==> config.mk <==
export PLATFORM = sky130hd
export DESIGN_NAME = prog_loader
export DESIGN_NICKNAME = d
export VERILOG_FILES = /design/src/rtl/loader_pkg.sv /design/src/rtl/sat_counter.sv /design/src/rtl/prog_loader.sv
export SDC_FILE = /design/constraint.sdc
export NUM_CORES = 1
export LEC_CHECK = 0
export ABC_CLOCK_PERIOD_IN_PS = 1930
export CAP_MARGIN = 20
export CORE_AREA = 2 2 66 93
export CTS_CLUSTER_DIAMETER = 80
export CTS_CLUSTER_SIZE = 12
export DETAILED_ROUTE_END_ITERATION = 8
export DIE_AREA = 0 0 68 95
export MAX_ROUTING_LAYER = met4
export PLACE_DENSITY = 0.82
export SLEW_MARGIN = 10
export SYNTH_ARGS = -nofsm -noshare
export SYNTH_HDL_FRONTEND = slang
export SYNTH_SLANG_ARGS = --single-unit
export TNS_END_PERCENT = 1
==> constraint.sdc <==
create_clock -name clk -period 1.93 [get_ports clk]
set_input_delay 0.193 -clock clk [delete_from_list [all_inputs] [get_ports clk]]
set_output_delay 0.193 -clock clk [all_outputs]
set_load 0.01 [all_outputs]
==> src/rtl/loader_pkg.sv <==
// Shared types and default sizing for the program loader and its helpers.
package loader_pkg;

    // Default instruction-memory address width (program counter width).
    localparam int DEF_D  = 12;
    // Default machine-code word width.
    localparam int DEF_W  = 9;
    // Default run-cycle counter width.
    localparam int DEF_CW = 16;

    // Loader sequencing states.
    typedef enum logic [2:0] {
        IDLE = 3'd0,
        LOAD = 3'd1,
        BOOT = 3'd2,
        RUN  = 3'd3,
        HALT = 3'd4,
        ERR  = 3'd5
    } loaderState_t;

    // A load or a core run is in progress.
    function automatic logic isBusy(input loaderState_t s);
        return (s == LOAD) || (s == BOOT) || (s == RUN);
    endfunction

    // States from which a new program load may be started.
    function automatic logic canStartLoad(input loaderState_t s);
        return (s == IDLE) || (s == HALT) || (s == ERR);
    endfunction

endpackage

==> src/rtl/sat_counter.sv <==
// Up-counter with synchronous clear that sticks at all-ones instead of wrapping.
module sat_counter
    import loader_pkg::*;
#(
    parameter int CW = DEF_CW
) (
    input  logic          clk,
    input  logic          reset,
    input  logic          clear,
    input  logic          enable,
    output logic [CW-1:0] count
);

    logic [CW-1:0] countReg;

    // Clear wins over enable; once at all-ones the count holds.
    always_ff @(posedge clk) begin
        if (!reset) begin
            countReg <= '0;
        end else if (clear) begin
            countReg <= '0;
        end else if (enable && (countReg != '1)) begin
            countReg <= countReg + CW'(1);
        end
    end

    assign count = countReg;

endmodule

==> src/rtl/prog_loader.sv <==
// Streams a program into instruction memory, holds the core in reset while
// loading, releases it, and times the run until the core reports done.
module prog_loader
    import loader_pkg::*;
#(
    parameter int D  = DEF_D,
    parameter int W  = DEF_W,
    parameter int CW = DEF_CW
) (
    input  logic          clk,
    input  logic          reset,
    input  logic          load_start,
    input  logic          wr_valid,
    input  logic [W-1:0]  wr_data,
    input  logic          wr_last,
    output logic          wr_ready,
    output logic          imem_we,
    output logic [D-1:0]  imem_addr,
    output logic [W-1:0]  imem_wdata,
    output logic          cpu_reset,
    input  logic          cpu_done,
    output logic          busy,
    output logic          halted,
    output logic          load_err,
    output logic [D:0]    words_loaded,
    output logic [CW-1:0] run_cycles
);

    loaderState_t stateReg;
    logic [D-1:0] addrReg;
    logic [D:0]   wordsReg;

    logic accept;
    logic startLoad;
    logic addrAtTop;
    logic runClear;
    logic runEnable;

    // A word is taken only while loading; wr_valid elsewhere is dropped.
    assign accept    = (stateReg == LOAD) && wr_valid;
    assign startLoad = load_start && canStartLoad(stateReg);
    assign addrAtTop = (addrReg == '1);

    // Run counter is zeroed when a new load starts and again on the boot cycle,
    // and counts every cycle the core is out of reset, including the done cycle.
    assign runClear  = startLoad || (stateReg == BOOT);
    assign runEnable = (stateReg == RUN);

    // Sequencing, write address and word count.
    always_ff @(posedge clk) begin
        if (!reset) begin
            stateReg <= IDLE;
            addrReg  <= '0;
            wordsReg <= '0;
        end else begin
            case (stateReg)
                IDLE, HALT, ERR: begin
                    if (load_start) begin
                        stateReg <= LOAD;
                        addrReg  <= '0;
                        wordsReg <= '0;
                    end
                end
                LOAD: begin
                    if (accept) begin
                        addrReg  <= addrReg + D'(1);
                        wordsReg <= wordsReg + (D+1)'(1);
                        if (wr_last) begin
                            stateReg <= BOOT;
                        end else if (addrAtTop) begin
                            // Memory is full and the program did not end.
                            stateReg <= ERR;
                        end
                    end
                end
                BOOT: begin
                    stateReg <= RUN;
                end
                RUN: begin
                    if (cpu_done) begin
                        stateReg <= HALT;
                    end
                end
                default: begin
                    stateReg <= IDLE;
                end
            endcase
        end
    end

    sat_counter #(
        .CW(CW)
    ) uRunCounter (
        .clk    (clk),
        .reset  (reset),
        .clear  (runClear),
        .enable (runEnable),
        .count  (run_cycles)
    );

    // Outputs decoded from the state register and the current handshake.
    assign wr_ready     = (stateReg == LOAD);
    assign imem_we      = accept;
    assign imem_addr    = accept ? addrReg : '0;
    assign imem_wdata   = accept ? wr_data : '0;
    assign cpu_reset    = (stateReg != RUN);
    assign busy         = isBusy(stateReg);
    assign halted       = (stateReg == HALT);
    assign load_err     = (stateReg == ERR);
    assign words_loaded = wordsReg;

endmodule

* Word-level counts from Yosys, hierarchy flattened
Cells that the tools add are included.
Operators by class: add/sub/neg operators 3, equality and inequality tests 12, multiplexer cells 14, bitwise logic cells 1, reductions and logical operators 14
Operators with widths (count):
- 2-to-1 mux 12 bit | 3
- 2-to-1 mux 13 bit | 2
- one-hot mux 13 bit (2 select lines) | 1
- one-hot mux 12 bit (2 select lines) | 1
- adder 16 x 1 -> 16 bit (second input constant) | 1
- != test 16 bit (second input constant) | 1
- 2-to-1 mux 3 bit | 5
- adder 13 x 1 -> 13 bit (second input constant) | 1
- adder 12 x 1 -> 12 bit (second input constant) | 1
- == test 12 bit (second input constant) | 1
- one-hot mux 3 bit (4 select lines) | 1
- 2-to-1 mux 9 bit | 1
- == test 3 x 2 -> 1 bit (second input constant) | 2
- == test 3 bit (second input constant) | 2
- != test 3 x 2 -> 1 bit (second input constant) | 2
- logical OR 1 bit | 5
- != test 2 bit (second input constant) | 2
- AND reduction 4 bit | 1
- == test 3 x 1 -> 1 bit (second input constant) | 1
- logical AND 1 bit | 3
- zero test 3 bit | 1
- AND reduction 3 bit | 1
- OR reduction 3 bit | 1
- != test 2 x 1 -> 1 bit (second input constant) | 1
- other kinds (3) | 3
Storage, ports and cells: bits in registers 44, output and inout bits 56, word-level logic and storage cells 48

* Logic depth before layout (Yosys ltp)
Gate-level depths: netlist of the first run.
word-level depth 6, depth in mapped cells 7

* Hierarchy
Synthesis of the first run repeated with hierarchy kept, for this count alone.
Second synthesis, totals: cells, all modules 284, area total of the unflattened synthesis 2444.8 sq um
Modules (own cells, without submodules):
- prog_loader | times used 1, cells an instance 193, area each 1580.3 sq um, seq. area each 560.5 sq um
- sat_counter | times used 1, cells an instance 91, area each 864.6 sq um, seq. area each 320.3 sq um

* Least setup slack after synthesis of the first run
No wires, ideal clock.
kind flip-flop to flip-flop, from register uRunCounter.countReg[0] (netlist: uRunCounter.count[0]), to register uRunCounter.countReg[3] (netlist: uRunCounter.count[3]), setup time 115 ps, arrival 1706 ps, required time 1815 ps, slack 110 ps, cell stages (with the launch flop) 8, clock period less this slack 1820 ps, cell sequence dfxtp_1 > ha_1 > clkbuf_2 > nand3_1 > nor4_4 > buf_2 > nor3_1 > o21a_1
Between the ends: longest elaborated chain between the ends 2, elaborated cells between the ends (all ways) 3
RTL lines:
- from (decl) | RTL line sat_counter.sv:14 | logic [CW-1:0] countReg;
- from (signal assigned) | RTL line sat_counter.sv:23 | countReg <= countReg + CW'(1);
- branches (longest 2 deep; another with adder 16 x 1 -> 16 bit)
Several ways; the timed one is not identified. A chain may end at the register's enable or synchronous reset.

* Worst setup path after layout of the first run
from register stateReg[2], to output cpu_reset
Between the ends: longest elaborated chain between the ends 1
RTL lines:
- from (decl) | RTL line prog_loader.sv:29 | loaderState_t stateReg;
- from (signal assigned) | RTL line prog_loader.sv:52 | stateReg <= IDLE;
- from (signal assigned) | RTL line prog_loader.sv:59 | stateReg <= LOAD;
- from (signal assigned) | RTL line prog_loader.sv:69 | stateReg <= BOOT;
- != test 3 x 2 -> 1 bit | RTL line prog_loader.sv:106 | assign cpu_reset = (stateReg != RUN);
- to (decl) | RTL line prog_loader.sv:20 | output logic cpu_reset,
Every way passes these cells.

==> results.sh, run 1 <==
export IMPL_synth_top_area_cell="dfxtp_1"
export IMPL_cp_end_kind="output pin"
export IMPL_synth_ff_type="dfxtp_1"
export IMPL_initial_core_util_pct=43.5
export IMPL_drv_cap=0
export IMPL_fin_cells=451
export IMPL_setup_tns_final_ns=0
export IMPL_clock_root_buffer="clkbuf_8"
export IMPL_dieArea_um2=6460
export IMPL_detail_route_antenna_nets=0
export IMPL_postCtsSetupBuffers=0
export IMPL_clock_sinks=44
export IMPL_overflow=0
export IMPL_n_fill_cell=531
export IMPL_finalClockSkew_ns=0.0108
export IMPL_p_switching_uw=482
export IMPL_diodes=0
export IMPL_num_vias=2625
export IMPL_synth_area_um2=2480
export IMPL_synth_edff_count=0
export IMPL_fp_dieH_um=95
export IMPL_cp_max_fo=9
export IMPL_cp_start_kind="flop"
export IMPL_hold_viol=0
export IMPL_grt_setup_unrepaired="no"
export IMPL_setup_viol=0
export IMPL_fin_crit_ns=1.85
export IMPL_synth_yosys_seq_area_share_pct=35.5
export IMPL_grt_max_degree=26
export IMPL_leakagePower_nw=1.31
export IMPL_gp_congestion=0.753
export IMPL_tightest_slew_ns=0.394
export IMPL_path_class="reg2out"
export IMPL_vdd_drop_max_mv=0.334
export IMPL_hp_class="reg2reg"
export IMPL_synth_fp_nets=313
export IMPL_switching_share_pct=26.7
export IMPL_vias_per_cell=5.82
export IMPL_cp_required_ns=1.74
export IMPL_pwr_density_cell_nw_per_um2=522
export IMPL_ys_ff_latch=44
export IMPL_layout_drive_gt1_share_pct=12.1
export IMPL_finalCritPeriodShare_pct=96.0
export IMPL_port_buffers=70
export IMPL_synth_cells=295
export IMPL_route_detailed_drc=0
export IMPL_wire_per_inst_um=14.3
export IMPL_grtUsageTotal_pct=21.7
export IMPL_slew_headroom_pct=73.6
export IMPL_pin_count=71
export IMPL_place_hpwl_mm=4.84
export IMPL_grt_pass1_wl_mm=10.9
export IMPL_finalPower_mw=1.81
export IMPL_clk_pin_slew_worst_paths_ns=0.09
export IMPL_status="completed"
export IMPL_rows=33
export IMPL_comb_power_share_pct=18.3
export IMPL_firstDrtPassIters=4
export IMPL_grt_antenna_before_repair=0
export IMPL_drtIter0Drc=141
export IMPL_crit_arrival_ns=1.66
export IMPL_clkLatencyLatePin_ns=0.29
export IMPL_dp_cells=444
export IMPL_cts_max_path_buffers=2
export IMPL_synth_top_area_share_pct=35.5
export IMPL_drv_slew=0
export IMPL_grt_pass1_vias=2461
export IMPL_sequentialPowerShare_pct=51.7
export IMPL_synth_area_leaders="dfxtp_1 36%, a21oi_1 5.7%, and2_1 5.3%"
export IMPL_clock_power_share_pct=30.0
export IMPL_wirelength_mm=6.45
export IMPL_cts_tree="done"
export IMPL_async_reset_ff_share_pct=0
export IMPL_final_nets=399
export IMPL_htreeDepth=2
export IMPL_yosysWarnings=0
export IMPL_fmax_mhz=540
export IMPL_area_growth_pct=39.5
export IMPL_numCtsBuffers=5
export IMPL_syn_avg_cell_area_um2=8.41
export IMPL_core_region_area_um2=5700
export IMPL_die_w_um=68
export IMPL_ys_types=53
export IMPL_p_int_mw=1.32
==> layout by cell type, fill, tap and decap left out, drive strengths merged, types with 5 or more instances in the layout <==
| cell type | count |
|---|---|
| or3 | 9 |
| nor4 | 5 |
| clkdlybuf4s50 | 48 |
| buf | 23 |
| nand2 | 15 |
| or4 | 16 |
| dlygate4sd2 | 20 |
| nand3 | 9 |
| o21ai | 13 |
| nor3 | 6 |
| nand4 | 18 |
| a21oi | 29 |
| clkbuf | 6 |
| o21a | 9 |
| dfxtp | 44 |
| nor2 | 14 |
| and2 | 21 |
| and3 | 7 |
| inv | 8 |
| o31ai | 16 |
==> state kept, by name, summed over array words and instances, names as in the netlist <==
signal             flops
words_loaded          13
uRunCounter.count     16
stateReg               3
addrReg               12
==> kinds of logic (layout without fill, tap and decap cells) <==
logic type / count (synthesis) / in the layout / share of synthesized area (%)
simple gates: 136 / 136 / 34.4
compound gates: 84 / 84 / 21.9
flops: 44 / 44 / 35.5
buf+inv: 23 / 109 / 4.59
mux: 5 / 5 / 2.07
fa+ha+maj: 3 / 3 / 1.51
==> per-layer routing <==
metal,global-route usage [%],share of wire (%)
met1,25.4,41
met2,37.3,52
met3,3.34,4.0
met4,7.00,2.2
met5,-,0
==> metrics by stage <==
| step | utilization [%] | worst slack (ns) | hold WS, ns | cell area (um2) |
|---|---|---|---|---|
| 2_1_floorplan | - | 0.110 | 0.355 | 2480 |
| 3_3_place_gp | 59.4 | -0.0293 | 0.458 | 3390 |
| 3_5_place_dp | 59.4 | -0.0536 | 0.470 | 3390 |
| 4_1_cts | 60.5 | 0.000601 | 0.481 | 3450 |
| 5_1_grt | 60.7 | 0.00488 | 0.490 | 3460 |
| 6_report | 60.7 | 0.0765 | 0.470 | 3460 |
==> Yosys cell counts, types with 2 or more instances <==
cell      instances
nand3_1           9
nand4_2           3
nor2b_1           2
nor3_1            6
and3b_1           2
buf_2             5
and3_1            6
a211oi_1          2
o211ai_1          4
o31ai_1          16
a22oi_1           2
nand2_1          15
mux2i_1           4
nor4_1            4
ha_1              3
a21oi_1          28
o21ai_0          10
or4_1            16
nor2_1           14
dfxtp_1          44
nand4_1          15
o21a_1            9
or3_1             9
buf_4             3
and2_1           21
o21ai_1           3
inv_1             7
clkbuf_1          4
and4_1            2
nand2b_1          3
o31a_1            2
==> power groups by stage <==
stage          clock network (mW)  logic (mW)  registers [mW]
2_1_floorplan                   0       0.175           0.950
3_3_place_gp                    0       0.330           0.955
3_5_place_dp                    0       0.335           0.955
4_1_cts                     0.557       0.331           0.935
5_1_grt                     0.597       0.361           0.937
6_report                    0.541       0.331           0.934
==> path summary, 6_finish.rpt <==
kind | from | end | slack (ns) | cells past startpoint
worst min-delay path | stateReg[2] | stateReg[1] | 0.47 | 1
worst max-delay path | stateReg[2] | cpu_reset | 0.08 | 4
worst max register to register | uRunCounter.count[6] | uRunCounter.count[15] | 0.21 | 4
worst min register to register | stateReg[2] | stateReg[1] | 0.47 | 1
==> worst max-delay path, stage by stage, from the launching register on <==
cell and delay [ns]:
dfxtp_4 0.39, and3b_1 0.21, buf_4 0.17, inv_2 0.08
clkdlybuf4s50_1 0.53
==> cell type report <==
class	instances	area (um2)	share of cell area, %
clock buffer	6	72.6	2.10
clock inverter	1	5.00	0.145
inverter	9	38.8	1.12
multi-input combinational	228	1490	43.0
sequential	44	890	25.7
tap	70	87.6	2.53
timing repair buffer	93	878	25.4
==> what timing repair did <==
item                                    4_1_cts  5_1_grt
cloned                                        0        0
hold buffers                                  0        0
endpoints found under the setup margin       24        4
resized for setup                            24        5
Note: power is estimated with default switching activity, not from simulation.
==> run 2, diff against run 1 <==
--- a/config.mk
+++ b/config.mk
@@ -13,7 +13,7 @@
 export DETAILED_ROUTE_END_ITERATION = 8
 export DIE_AREA = 0 0 68 95
 export MAX_ROUTING_LAYER = met4
-export PLACE_DENSITY = 0.82
+export PLACE_DENSITY = 0.83
 export SLEW_MARGIN = 10
 export SYNTH_ARGS = -nofsm -noshare
 export SYNTH_HDL_FRONTEND = slang
==> results.sh, run 2 (same netlist as run 1, synthesis figures left out) <==
export IMPL_clock_sinks=44
export IMPL_setup_tns_final_ns=0
export IMPL_final_cell_mix="48 x clkdlybuf4s50_1, 41 x dfxtp_1, 28 x a21oi_1"
export IMPL_postCtsSetupBuffers=0
export IMPL_crit_slowest_cell="clkdlybuf4s50_1"
export IMPL_worstPathCellList="and3b_1 -> buf_4 -> inv_2 -> clkdlybuf4s50_1"
export IMPL_cp_end_kind="output pin"
export IMPL_cp_required_ns=1.74
export IMPL_pwr_density_cell_nw_per_um2=564
export IMPL_fp_dieH_um=95
export IMPL_route_detailed_drc=0
export IMPL_firstDrtPassIters=4
export IMPL_setup_viol=0
export IMPL_initial_core_util_pct=43.5
export IMPL_final_nets=400
export IMPL_finalCritPeriodShare_pct=97.3
export IMPL_leakagePower_nw=1.33
export IMPL_overflow=0
export IMPL_clk_pin_slew_worst_paths_ns=0.08
export IMPL_drtIter0Drc=103
export IMPL_dpl_instance_area_um2=3390
export IMPL_tightest_slew_ns=0.353
export IMPL_grt_antenna_before_repair=0
export IMPL_critPathTopFamily="buffers and inverters"
export IMPL_dieArea_um2=6460
export IMPL_clkLatencyLatePin_ns=0.30
export IMPL_cp_max_fo=11
export IMPL_area_growth_pct=40.9
export IMPL_drv_slew=0
export IMPL_detail_route_antenna_nets=0
export IMPL_holdWs_ns=0.479
export IMPL_numCtsBuffers=5
export IMPL_min_from="words_loaded[12]"
export IMPL_diodes=0
export IMPL_finalClockSkew_ns=0.00483
export IMPL_cts_tree="done"
export IMPL_rows=33
export IMPL_grt_pass1_wl_mm=10.6
export IMPL_gp_congestion=0.767
export IMPL_crit_path_start="stateReg[0]"
export IMPL_cpPeakStageDelay_ns=0.53
export IMPL_layout_drive_gt1_share_pct=12.5
export IMPL_hold_viol=0
export IMPL_num_vias=2578
export IMPL_final_util_pct=61.3
export IMPL_core_region_area_um2=5700
export IMPL_vias_per_cell=5.69
export IMPL_slew_headroom_pct=75.8
export IMPL_rr_startpoint="words_loaded[1]"
export IMPL_fin_area_um2=3490
export IMPL_wire_per_inst_um=14.6
export IMPL_mostFrequentLayoutCell="clkdlybuf4s50_1"
export IMPL_critPathBufInv=3
export IMPL_grtUsageTotal_pct=21.5
export IMPL_drv_cap=0
export IMPL_die_w_um=68
export IMPL_path_class="reg2out"
export IMPL_holdBufCountCts=0
export IMPL_fin_crit_ns=1.88
export IMPL_wirelength_mm=6.62
export IMPL_crit_arrival_ns=1.69
export IMPL_pin_count=71
export IMPL_cts_max_path_buffers=2
export IMPL_place_hpwl_mm=4.89
export IMPL_grt_setup_unrepaired="yes"
export IMPL_status="completed"
export IMPL_cp_start_kind="flop"
export IMPL_fmax_mhz=532
export IMPL_port_buffers=70
export IMPL_grt_pass1_vias=2349
export IMPL_vdd_drop_max_mv=0.345
export IMPL_grt_max_degree=26
export IMPL_finalPower_mw=1.97
export IMPL_clock_root_buffer="clkbuf_8"
export IMPL_hp_class="reg2reg"
export IMPL_largest_reg_flops=16
export IMPL_htreeDepth=2
run 2: worst paths after layout:
path	to	slack [ns]	depth (start not counted)
hold / removal	words_loaded[12]	0.48	2
setup reg to reg	words_loaded[8]	0.19	5
setup / recovery	cpu_reset	0.05	4
hold reg to reg	words_loaded[12]	0.48	2
run 2: worst register-to-register path: stages, from the launching register on:
cell and delay, ns:
dfxtp_1 0.47, ha_1 0.26, nand4_1 0.14, or2_2 0.36, or3_1 0.31, a21oi_1 0.13
run 2: layout make-up:
| class | count | area, um2 |
|---|---|---|
| clock inverters | 2 | 35.0 |
| clock buffers | 6 | 72.6 |
| inverters | 9 | 35.0 |
| well taps | 70 | 87.6 |
| multi-input cells | 228 | 1490 |
| flip-flops and latches | 44 | 890 |
| repair buffers | 94 | 886 |
| fillers | 517 | 2200 |
run 2: per-layer routing:
layer  vias up  track usage (%)  share of wire [%]
met4         0             6.00                1.1
met1      1217             24.4                 43
met5         -                -                  0
met3         6             3.22                3.1
met2        51             38.2                 53
li1       1304                -                  -
run 2: timing repair:
action | in CTS | in global routing
endpoints found under the hold margin | 0 | 0
gates resized for setup | 23 | 5
setup endpoints to repair | 24 | 4
run 2: through the flow:
| stage | cells | setup slack (ns) |
|---|---|---|
| 4_1_cts | 453 | 0.0146 |
| 6_report | 453 | 0.0519 |
| 3_5_place_dp | 445 | -0.0729 |
| 3_3_place_gp | 445 | -0.0296 |
| 2_1_floorplan | 295 | 0.110 |
| 5_1_grt | 453 | -0.0121 |
run 2: power breakdown:
part	internal [mW]	total, mW	switching (mW)
registers	0.918	0.936	0.0180
logic	0.160	0.331	0.171
clock network	0.384	0.703	0.318
==> run 3, diff against run 2 <==
--- a/config.mk
+++ b/config.mk
@@ -9,9 +9,10 @@
 export CAP_MARGIN = 20
 export CORE_AREA = 2 2 66 93
 export CTS_CLUSTER_DIAMETER = 80
-export CTS_CLUSTER_SIZE = 12
+export CTS_CLUSTER_SIZE = 8
 export DETAILED_ROUTE_END_ITERATION = 8
 export DIE_AREA = 0 0 68 95
+export HOLD_SLACK_MARGIN = 0.12
 export MAX_ROUTING_LAYER = met4
 export PLACE_DENSITY = 0.83
 export SLEW_MARGIN = 10
==> results of run 3 <==
The final DEF is identical to that of run 2; final timing and power are the same.
